## config.mk

```make
export PLATFORM = sky130hd
export DESIGN_NAME = bram_run_scheduler_flat
export DESIGN_NICKNAME = d
export VERILOG_FILES = /design/src/rtl/bram_run_scheduler_if.sv /design/src/rtl/bram_run_scheduler.sv /design/src/flat_wrapper.sv
export SDC_FILE = /design/constraint.sdc
export NUM_CORES = 1
export LEC_CHECK = 0
export CAP_MARGIN = 20
export CORE_AREA = 10 10 93 95
export DETAILED_ROUTE_END_ITERATION = 12
export DIE_AREA = 0 0 103 105
export PLACE_DENSITY = 0.74
export SLEW_MARGIN = 20
export SYNTH_ARGS = -nofsm -noshare
export SYNTH_HDL_FRONTEND = slang
export SYNTH_SLANG_ARGS = --single-unit
```

## constraint.sdc

```tcl
create_clock -name clk -period 2.3 [get_ports clk]
set_clock_uncertainty 0.1 [all_clocks]
set_input_delay 0.46 -clock clk [delete_from_list [all_inputs] [get_ports clk]]
set_output_delay 0.46 -clock clk [all_outputs]
set_load 0.005 [all_outputs]
```

## src/rtl/bram_run_scheduler_if.sv

```systemverilog
// Bundle of requester, accessor and status signals around bram_run_scheduler.
// slave  : the scheduler side.
// master : the requesters/accessor side that drives requests and run status.
interface bram_run_scheduler_if #(
    parameter int CNT_BIT = 31,
    parameter int TOTAL_W = 16
);
    logic               req0_i;
    logic [CNT_BIT-1:0] count0_i;
    logic               ack0_o;
    logic               done0_o;
    logic               req1_i;
    logic [CNT_BIT-1:0] count1_i;
    logic               ack1_o;
    logic               done1_o;
    logic               start_run_o;
    logic [CNT_BIT-1:0] run_count_o;
    logic               idle_i;
    logic               done_i;
    logic               busy_o;
    logic               grant_o;
    logic [TOTAL_W-1:0] run_total_o;
    logic               err_o;

    modport slave (
        input  req0_i, count0_i, req1_i, count1_i, idle_i, done_i,
        output ack0_o, done0_o, ack1_o, done1_o, start_run_o, run_count_o,
               busy_o, grant_o, run_total_o, err_o
    );

    modport master (
        output req0_i, count0_i, req1_i, count1_i, idle_i, done_i,
        input  ack0_o, done0_o, ack1_o, done1_o, start_run_o, run_count_o,
               busy_o, grant_o, run_total_o, err_o
    );
endinterface

```

## src/rtl/bram_run_scheduler.sv

```systemverilog
// Round-robin run scheduler in front of the BRAM accessor.
// Two requesters ask for runs of N words; one is granted at a time, the
// accessor is started with the granted count, and its done is returned to
// the granted requester as a one-cycle pulse. A completed-run counter is kept.
// Every output is a register fed from the decode of the current state, so
// outputs trail the state register by one cycle.
// Optional watchdog: define BRAM_SCHED_TIMEOUT_EN to abort a WAIT that lasts
// TIMEOUT cycles without done_i and raise a sticky err_o.
module bram_run_scheduler #(
    parameter int CNT_BIT = 31,
    parameter int TOTAL_W = 16,
    parameter int TIMEOUT = 1024
) (
    input  logic                    clk,
    input  logic                    reset_n,
    bram_run_scheduler_if.slave     bus
);

    typedef enum logic [1:0] {
        S_IDLE  = 2'd0,
        S_START = 2'd1,
        S_WAIT  = 2'd2,
        S_DONE  = 2'd3
    } state_t;

    state_t               r_state;
    state_t               w_next;

    logic                 r_ptr;
    logic                 r_grant;
    logic                 r_zero;
    logic [CNT_BIT-1:0]   r_run_count;
    logic [TOTAL_W-1:0]   r_total;
    logic                 r_start;
    logic                 r_ack0;
    logic                 r_ack1;
    logic                 r_done0;
    logic                 r_done1;
    logic                 r_busy;

    logic                 w_req0;
    logic                 w_req1;
    logic                 w_win;
    logic [CNT_BIT-1:0]   w_win_count;
    logic                 w_grant_en;
    logic                 w_start;
    logic                 w_ack_any;
    logic                 w_done_any;
    logic                 w_busy;
    logic                 w_to_hit;

`ifdef BRAM_SCHED_TIMEOUT_EN
    localparam int TO_W = (TIMEOUT > 2) ? $clog2(TIMEOUT) : 1;

    logic [TO_W-1:0]      r_to_cnt;
    logic                 r_err;

    // Watchdog counter: held at zero outside WAIT, so it starts from zero on WAIT entry.
    always_ff @(posedge clk or negedge reset_n) begin
        if (!reset_n) begin
            r_to_cnt <= '0;
        end else if (r_state != S_WAIT) begin
            r_to_cnt <= '0;
        end else begin
            r_to_cnt <= r_to_cnt + 1'b1;
        end
    end

    assign w_to_hit = (r_state == S_WAIT) && !bus.done_i &&
                      (r_to_cnt == TO_W'(TIMEOUT - 1));

    // Sticky error flag: only a reset clears it.
    always_ff @(posedge clk or negedge reset_n) begin
        if (!reset_n) begin
            r_err <= 1'b0;
        end else if (w_to_hit) begin
            r_err <= 1'b1;
        end
    end

    assign bus.err_o = r_err;
`else
    assign w_to_hit  = 1'b0;
    assign bus.err_o = 1'b0;
`endif

    // State register.
    always_ff @(posedge clk or negedge reset_n) begin
        if (!reset_n) begin
            r_state <= S_IDLE;
        end else begin
            r_state <= w_next;
        end
    end

    // Arbitration, next state and output decode of the current state.
    always_comb begin
        // A request seen while its own ack is on the wire is the one just
        // served (zero-count runs return to IDLE that early); ignore it.
        w_req0      = bus.req0_i & ~r_ack0;
        w_req1      = bus.req1_i & ~r_ack1;
        w_win       = (w_req0 && w_req1) ? r_ptr : w_req1;
        w_win_count = w_win ? bus.count1_i : bus.count0_i;
        w_grant_en  = 1'b0;
        w_next      = r_state;

        case (r_state)
            S_IDLE: begin
                if ((w_req0 || w_req1) && bus.idle_i) begin
                    w_grant_en = 1'b1;
                    w_next     = (w_win_count == '0) ? S_DONE : S_START;
                end
            end
            S_START: w_next = S_WAIT;
            S_WAIT: begin
                if (bus.done_i || w_to_hit) begin
                    w_next = S_DONE;
                end
            end
            S_DONE:  w_next = S_IDLE;
            default: w_next = S_IDLE;
        endcase

        w_start    = (r_state == S_START);
        w_ack_any  = w_start || ((r_state == S_DONE) && r_zero);
        w_done_any = (r_state == S_DONE);
        w_busy     = (r_state != S_IDLE);
    end

    // Latch winner index and its count at grant time; run_count_o holds until the next grant.
    always_ff @(posedge clk or negedge reset_n) begin
        if (!reset_n) begin
            r_grant     <= 1'b0;
            r_run_count <= '0;
            r_zero      <= 1'b0;
        end else if (w_grant_en) begin
            r_grant     <= w_win;
            r_run_count <= w_win_count;
            r_zero      <= (w_win_count == '0);
        end
    end

    // On completion hand priority to the other requester and count the run (wraps).
    always_ff @(posedge clk or negedge reset_n) begin
        if (!reset_n) begin
            r_ptr   <= 1'b0;
            r_total <= '0;
        end else if (r_state == S_DONE) begin
            r_ptr   <= ~r_grant;
            r_total <= r_total + 1'b1;
        end
    end

    // Registered pulse and status outputs, steered to the granted requester.
    always_ff @(posedge clk or negedge reset_n) begin
        if (!reset_n) begin
            r_start <= 1'b0;
            r_ack0  <= 1'b0;
            r_ack1  <= 1'b0;
            r_done0 <= 1'b0;
            r_done1 <= 1'b0;
            r_busy  <= 1'b0;
        end else begin
            r_start <= w_start;
            r_ack0  <= w_ack_any  & ~r_grant;
            r_ack1  <= w_ack_any  &  r_grant;
            r_done0 <= w_done_any & ~r_grant;
            r_done1 <= w_done_any &  r_grant;
            r_busy  <= w_busy;
        end
    end

    assign bus.start_run_o = r_start;
    assign bus.ack0_o      = r_ack0;
    assign bus.ack1_o      = r_ack1;
    assign bus.done0_o     = r_done0;
    assign bus.done1_o     = r_done1;
    assign bus.busy_o      = r_busy;
    assign bus.grant_o     = r_grant;
    assign bus.run_count_o = r_run_count;
    assign bus.run_total_o = r_total;

endmodule
```

## src/flat_wrapper.sv

```systemverilog
// flat-port wrapper written by rule: the top's interface ports become plain ports
module bram_run_scheduler_flat 
#(
    parameter int CNT_BIT = 31,
    parameter int TOTAL_W = 16,
    parameter int TIMEOUT = 1024
)
  (clk, reset_n, bus_req0_i, bus_count0_i, bus_req1_i, bus_count1_i, bus_idle_i, bus_done_i, bus_ack0_o, bus_done0_o, bus_ack1_o, bus_done1_o, bus_start_run_o, bus_run_count_o, bus_busy_o, bus_grant_o, bus_run_total_o, bus_err_o);
  bram_run_scheduler_if #(.CNT_BIT(CNT_BIT), .TOTAL_W(TOTAL_W)) bus_i ();
  input  logic clk;
  input  logic reset_n;
  input wire logic [$bits(bus_i.req0_i)-1:0] bus_req0_i;
  input wire logic [$bits(bus_i.count0_i)-1:0] bus_count0_i;
  input wire logic [$bits(bus_i.req1_i)-1:0] bus_req1_i;
  input wire logic [$bits(bus_i.count1_i)-1:0] bus_count1_i;
  input wire logic [$bits(bus_i.idle_i)-1:0] bus_idle_i;
  input wire logic [$bits(bus_i.done_i)-1:0] bus_done_i;
  output wire logic [$bits(bus_i.ack0_o)-1:0] bus_ack0_o;
  output wire logic [$bits(bus_i.done0_o)-1:0] bus_done0_o;
  output wire logic [$bits(bus_i.ack1_o)-1:0] bus_ack1_o;
  output wire logic [$bits(bus_i.done1_o)-1:0] bus_done1_o;
  output wire logic [$bits(bus_i.start_run_o)-1:0] bus_start_run_o;
  output wire logic [$bits(bus_i.run_count_o)-1:0] bus_run_count_o;
  output wire logic [$bits(bus_i.busy_o)-1:0] bus_busy_o;
  output wire logic [$bits(bus_i.grant_o)-1:0] bus_grant_o;
  output wire logic [$bits(bus_i.run_total_o)-1:0] bus_run_total_o;
  output wire logic [$bits(bus_i.err_o)-1:0] bus_err_o;
  assign bus_i.req0_i = bus_req0_i;
  assign bus_i.count0_i = bus_count0_i;
  assign bus_i.req1_i = bus_req1_i;
  assign bus_i.count1_i = bus_count1_i;
  assign bus_i.idle_i = bus_idle_i;
  assign bus_i.done_i = bus_done_i;
  assign bus_ack0_o = bus_i.ack0_o;
  assign bus_done0_o = bus_i.done0_o;
  assign bus_ack1_o = bus_i.ack1_o;
  assign bus_done1_o = bus_i.done1_o;
  assign bus_start_run_o = bus_i.start_run_o;
  assign bus_run_count_o = bus_i.run_count_o;
  assign bus_busy_o = bus_i.busy_o;
  assign bus_grant_o = bus_i.grant_o;
  assign bus_run_total_o = bus_i.run_total_o;
  assign bus_err_o = bus_i.err_o;
  bram_run_scheduler #(.CNT_BIT(CNT_BIT), .TOTAL_W(TOTAL_W), .TIMEOUT(TIMEOUT)) u_core (.clk(clk), .reset_n(reset_n), .bus(bus_i));
endmodule
```

==> results of run 1 <==
-- worst max-delay path, delay by kind of cell (launching register included) --
kind                       cells  cell delay [ns]
and+or+nand+nor                4             0.80
DFF                            1             0.41
adders and majority gates      1             0.41
xor gates and xnor gates       1             0.14
-- routing by layer --
metal	global-route usage, %	vias up	wire [µm]
met4	4.77	0	55
met3	7.84	9	1050
met2	23.4	93	3690
li1	-	1172	-
met5	0	-	0
met1	16.1	1100	3190
-- cell type report --
type | instances | area [µm²] | share of cell area [%]
Sequential cell | 58 | 1450 | 33.9
Timing Repair Buffer | 130 | 1310 | 30.7
Multi-Input combinational cell | 187 | 1240 | 28.9
Clock buffer | 13 | 149 | 3.48
Tap cell | 80 | 100 | 2.34
Inverter | 5 | 18.8 | 0.438
Clock inverter | 3 | 15.0 | 0.350
-- power by group through the flow --
stage | registers (µW) | logic [µW] | clock network (µW)
5_1_grt | 1690 | 1990 | 863
4_1_cts | 1650 | 1840 | 811
3_5_place_dp | 1660 | 1830 | 0
2_1_floorplan | 1650 | 747 | 0
6_report | 1640 | 1800 | 791
3_3_place_gp | 1640 | 1790 | 0
-- placed cells by master, fill, tap and decap left out --
cell,netlist,routed
clkdlybuf4s50_1,0,120
nor4_1,14,14
nand4_4,1,1
buf_2,5,1
clkbuf_1,2,3
a31oi_1,1,1
nor2_1,10,10
dfrtp_1,58,58
nor3_2,1,1
ha_1,6,6
dlygate4sd3_1,0,1
xor2_1,4,4
xnor2_1,11,11
nand2_1,41,41
o31ai_1,2,2
a21oi_1,3,3
conb_1,1,1
buf_4,5,5
or3_4,1,1
buf_12,0,3
and3_1,1,1
a21boi_4,0,1
inv_1,5,5
or2_2,0,1
mux2_2,2,2
clkbuf_8,0,10
nor2_4,1,1
o21ai_1,11,11
and2_1,1,1
o21ai_0,21,21
nor2b_1,6,6
a211oi_1,1,1
clkinv_2,0,3
nand3_1,5,5
nand4_1,5,5
mux2i_1,32,32
nor3_1,3,3
-- worst paths after layout --
kind	startpoint	to	slack [ns]	cells past startpoint
max reg2reg	u_core.r_state[1]	u_core.bus.run_total_o[15]	0.33	6
min	u_core.bus.run_total_o[15]	u_core.bus.run_total_o[15]	0.37	1
max	u_core.r_state[1]	u_core.bus.run_total_o[15]	0.33	6
max in group asynchronous	reset_n	u_core.bus.run_count_o[14]	1.15	3
min in group asynchronous	reset_n	u_core.bus.run_total_o[5]	0.43	2
min reg2reg	u_core.bus.run_total_o[15]	u_core.bus.run_total_o[15]	0.37	1
-- per-stage QoR --
step,utilization [%],power (µW)
2_1_floorplan,-,2400
6_report,63.4,4230
3_3_place_gp,60.8,3440
3_5_place_dp,60.8,3490
4_1_cts,63.4,4300
5_1_grt,63.4,4550
-- kinds of logic after synthesis --
group	after synthesis
buffers and inverters	18
AO/OA/AOI/OAI	40
AND/OR/NAND/NOR	91
multiplexers	34
adder cells (fa/ha/maj)	6
XOR/XNOR	15
flip-flops	58
other	1
==> summary.md, run 1 <==
| Metric | Value |
|---|---|
| VDD IR max | `0.000389 V` |
| Vias in the first global route | `2,568` |
| WL per Instance | `16.8 µm` |
| Seq cells post-synth | `58` |
| Post-CTS Setup Repair Bufs | `0` |
| Clock transition at path regs | `0.06 ns` |
| Final hold slack | `0.368 ns` |
| Post-synthesis mux area share | `12.3%` |
| Worst path required time | `2.41 ns` |
| CTS tree | `done` |
| WS Path Type | `reg -> reg` |
| Crit path launch type | `flop` |
| Comb power frac | `42.5%` |
| Final wirelength | `7980 µm` |
| Flop pwr share | `38.8%` |
| Crit. End Element | `flop` |
| Tot GR Track Use | `14.6%` |
| Port Buffers | `121` |
| Final WS setup | `0.326 ns` |
| Critical Path Max Stage Delay | `0.41 ns` |
| First-pass GRT wire length | `12,600 µm` |
| Final setup viols | `0` |
| Most frequent cells after synthesis | `dfrtp_1 (58), nand2_1 (41), mux2i_1 (32)` |
| Final hold vios | `0` |
| Place WS | `0.0838 ns` |
| Share of layout cells above drive strength 1 | `7.58%` |
| Synth Flop Type | `dfrtp_1` |
| Number of vias per cell | `4.99` |
| Final ANT Viol Nets | `0` |
| Internal cell power | `2870 µW` |
| Xor/xnor share of the synthesized area | `4.73%` |
| CTS resizes | `0` |
| Status | `finished, final reports clean` |
| Num CTS Buffers | `9` |
| Core Area | `0.00676 mm²` |
| Hold Buf Count CTS | `1` |
| Final Critical Period | `1.97 ns` |
| Initial antenna violation count | `0` |
| Synth Area in Adders | `2.70%` |
| Number of synthesized flops with an enable pin | `0` |
| H-tree Lvls | `3` |
| Cell taking the most area after synthesis | `dfrtp_1` |
| Critical path peak fanout | `9` |
| Crit-path slowest cell | `dfrtp_1` |
| Cell area after layout | `0.00428 mm²` |
| Clock Latency Late Sink | `0.33 ns` |
| Antenna diodes | `0` |
| I/O Pins | `123` |
| Area share of the largest cell type after synthesis | `52.3%` |
| Switch Pwr | `1360 µW` |
| Max reg flops | `31` |
| Gr ovfl total | `0` |
| Clock sinks | `58` |
| Synthesized cell area | `0.00278 mm²` |
| Fin cells | `476` |
| Switching part of the total power | `32.1%` |
| # rows | `30` |
| Area Overhead vs Synth | `54.3%` |
| Critical path, cell by cell | `ha_1 > nand4_4 > or3_4 > nor2_4 > nand4_1 > xnor2_1` |
| Async S/R FF share, synth | `100%` |
| Syn_area_per_cell | `10.6 µm²` |
| First DRT Iteration DRCs | `65` |
| Synth Area in Simple Gates | `16.6%` |
| Setup_tns | `0 ns` |
| Vias | `2,374` |
| Largest net degree at the start of global routing | `37` |
| Mapped Cells | `263` |
| Placed Area | `0.00411 mm²` |
| Final worst-path cycle share | `85.8%` |
| Pwr/cell area | `988 mW/mm²` |
| Largest family of logic cells by synthesized area | `simple AND/OR/NAND/NOR gates` |
| Final nets | `465` |
| Routability cong. | `0.820` |
| Yosys warnings | `0` |
| Sequential element share of the synthesized area | `52.3%` |
| HPWL Detailed | `6600 µm` |
| Clock Power Share | `18.7%` |
| Layout fillers | `596` |
| Fmax | `0.507 GHz` |
| DRT Pass-1 Iters | `6` |
| Post-route DRC | `0` |
| Max cap viols | `0` |
| Die Width | `103 µm` |
| Most common cell in the netlist | `dfrtp_1` |
| Unrepaired setup endpoints after global routing | `false` |
| CP arrival | `2.09 ns` |
| Post-synth net total | `337` |
| Largest cells by area after synthesis | `dfrtp_1 (52%), mux2i_1 (12%), nand2_1 (5.5%), o21ai_0 (3.8%), xnor2_1 (3.5%)` |
| Root Buffer | `clkbuf_8` |
| Placed Instances | `459` |
| Die area | `0.0108 mm²` |
| Synth unique cells | `33` |
| Max Root-Sink Buffers | `2` |
| Compound-Gate Fraction of Synth Area | `7.62%` |
| Max Slew Vio Count | `0` |
| Static Leak | `0.00184 µW` |
| Initial Util | `41.1%` |
| Die Ht | `105 µm` |
| HP Class | `reg -> reg` |
(Power assumes the default switching activity.)
==> run 2: changes to the inputs <==
--- a/config.mk
+++ b/config.mk
@@ -7,9 +7,11 @@
 export LEC_CHECK = 0
 export CAP_MARGIN = 20
 export CORE_AREA = 10 10 93 95
+export CTS_CLUSTER_DIAMETER = 50
 export DETAILED_ROUTE_END_ITERATION = 12
 export DIE_AREA = 0 0 103 105
 export PLACE_DENSITY = 0.74
+export SKIP_LAST_GASP = 1
 export SLEW_MARGIN = 20
 export SYNTH_ARGS = -nofsm -noshare
 export SYNTH_HDL_FRONTEND = slang
==> results of run 2 <==
The final DEF is identical to that of run 1; final timing and power are the same.
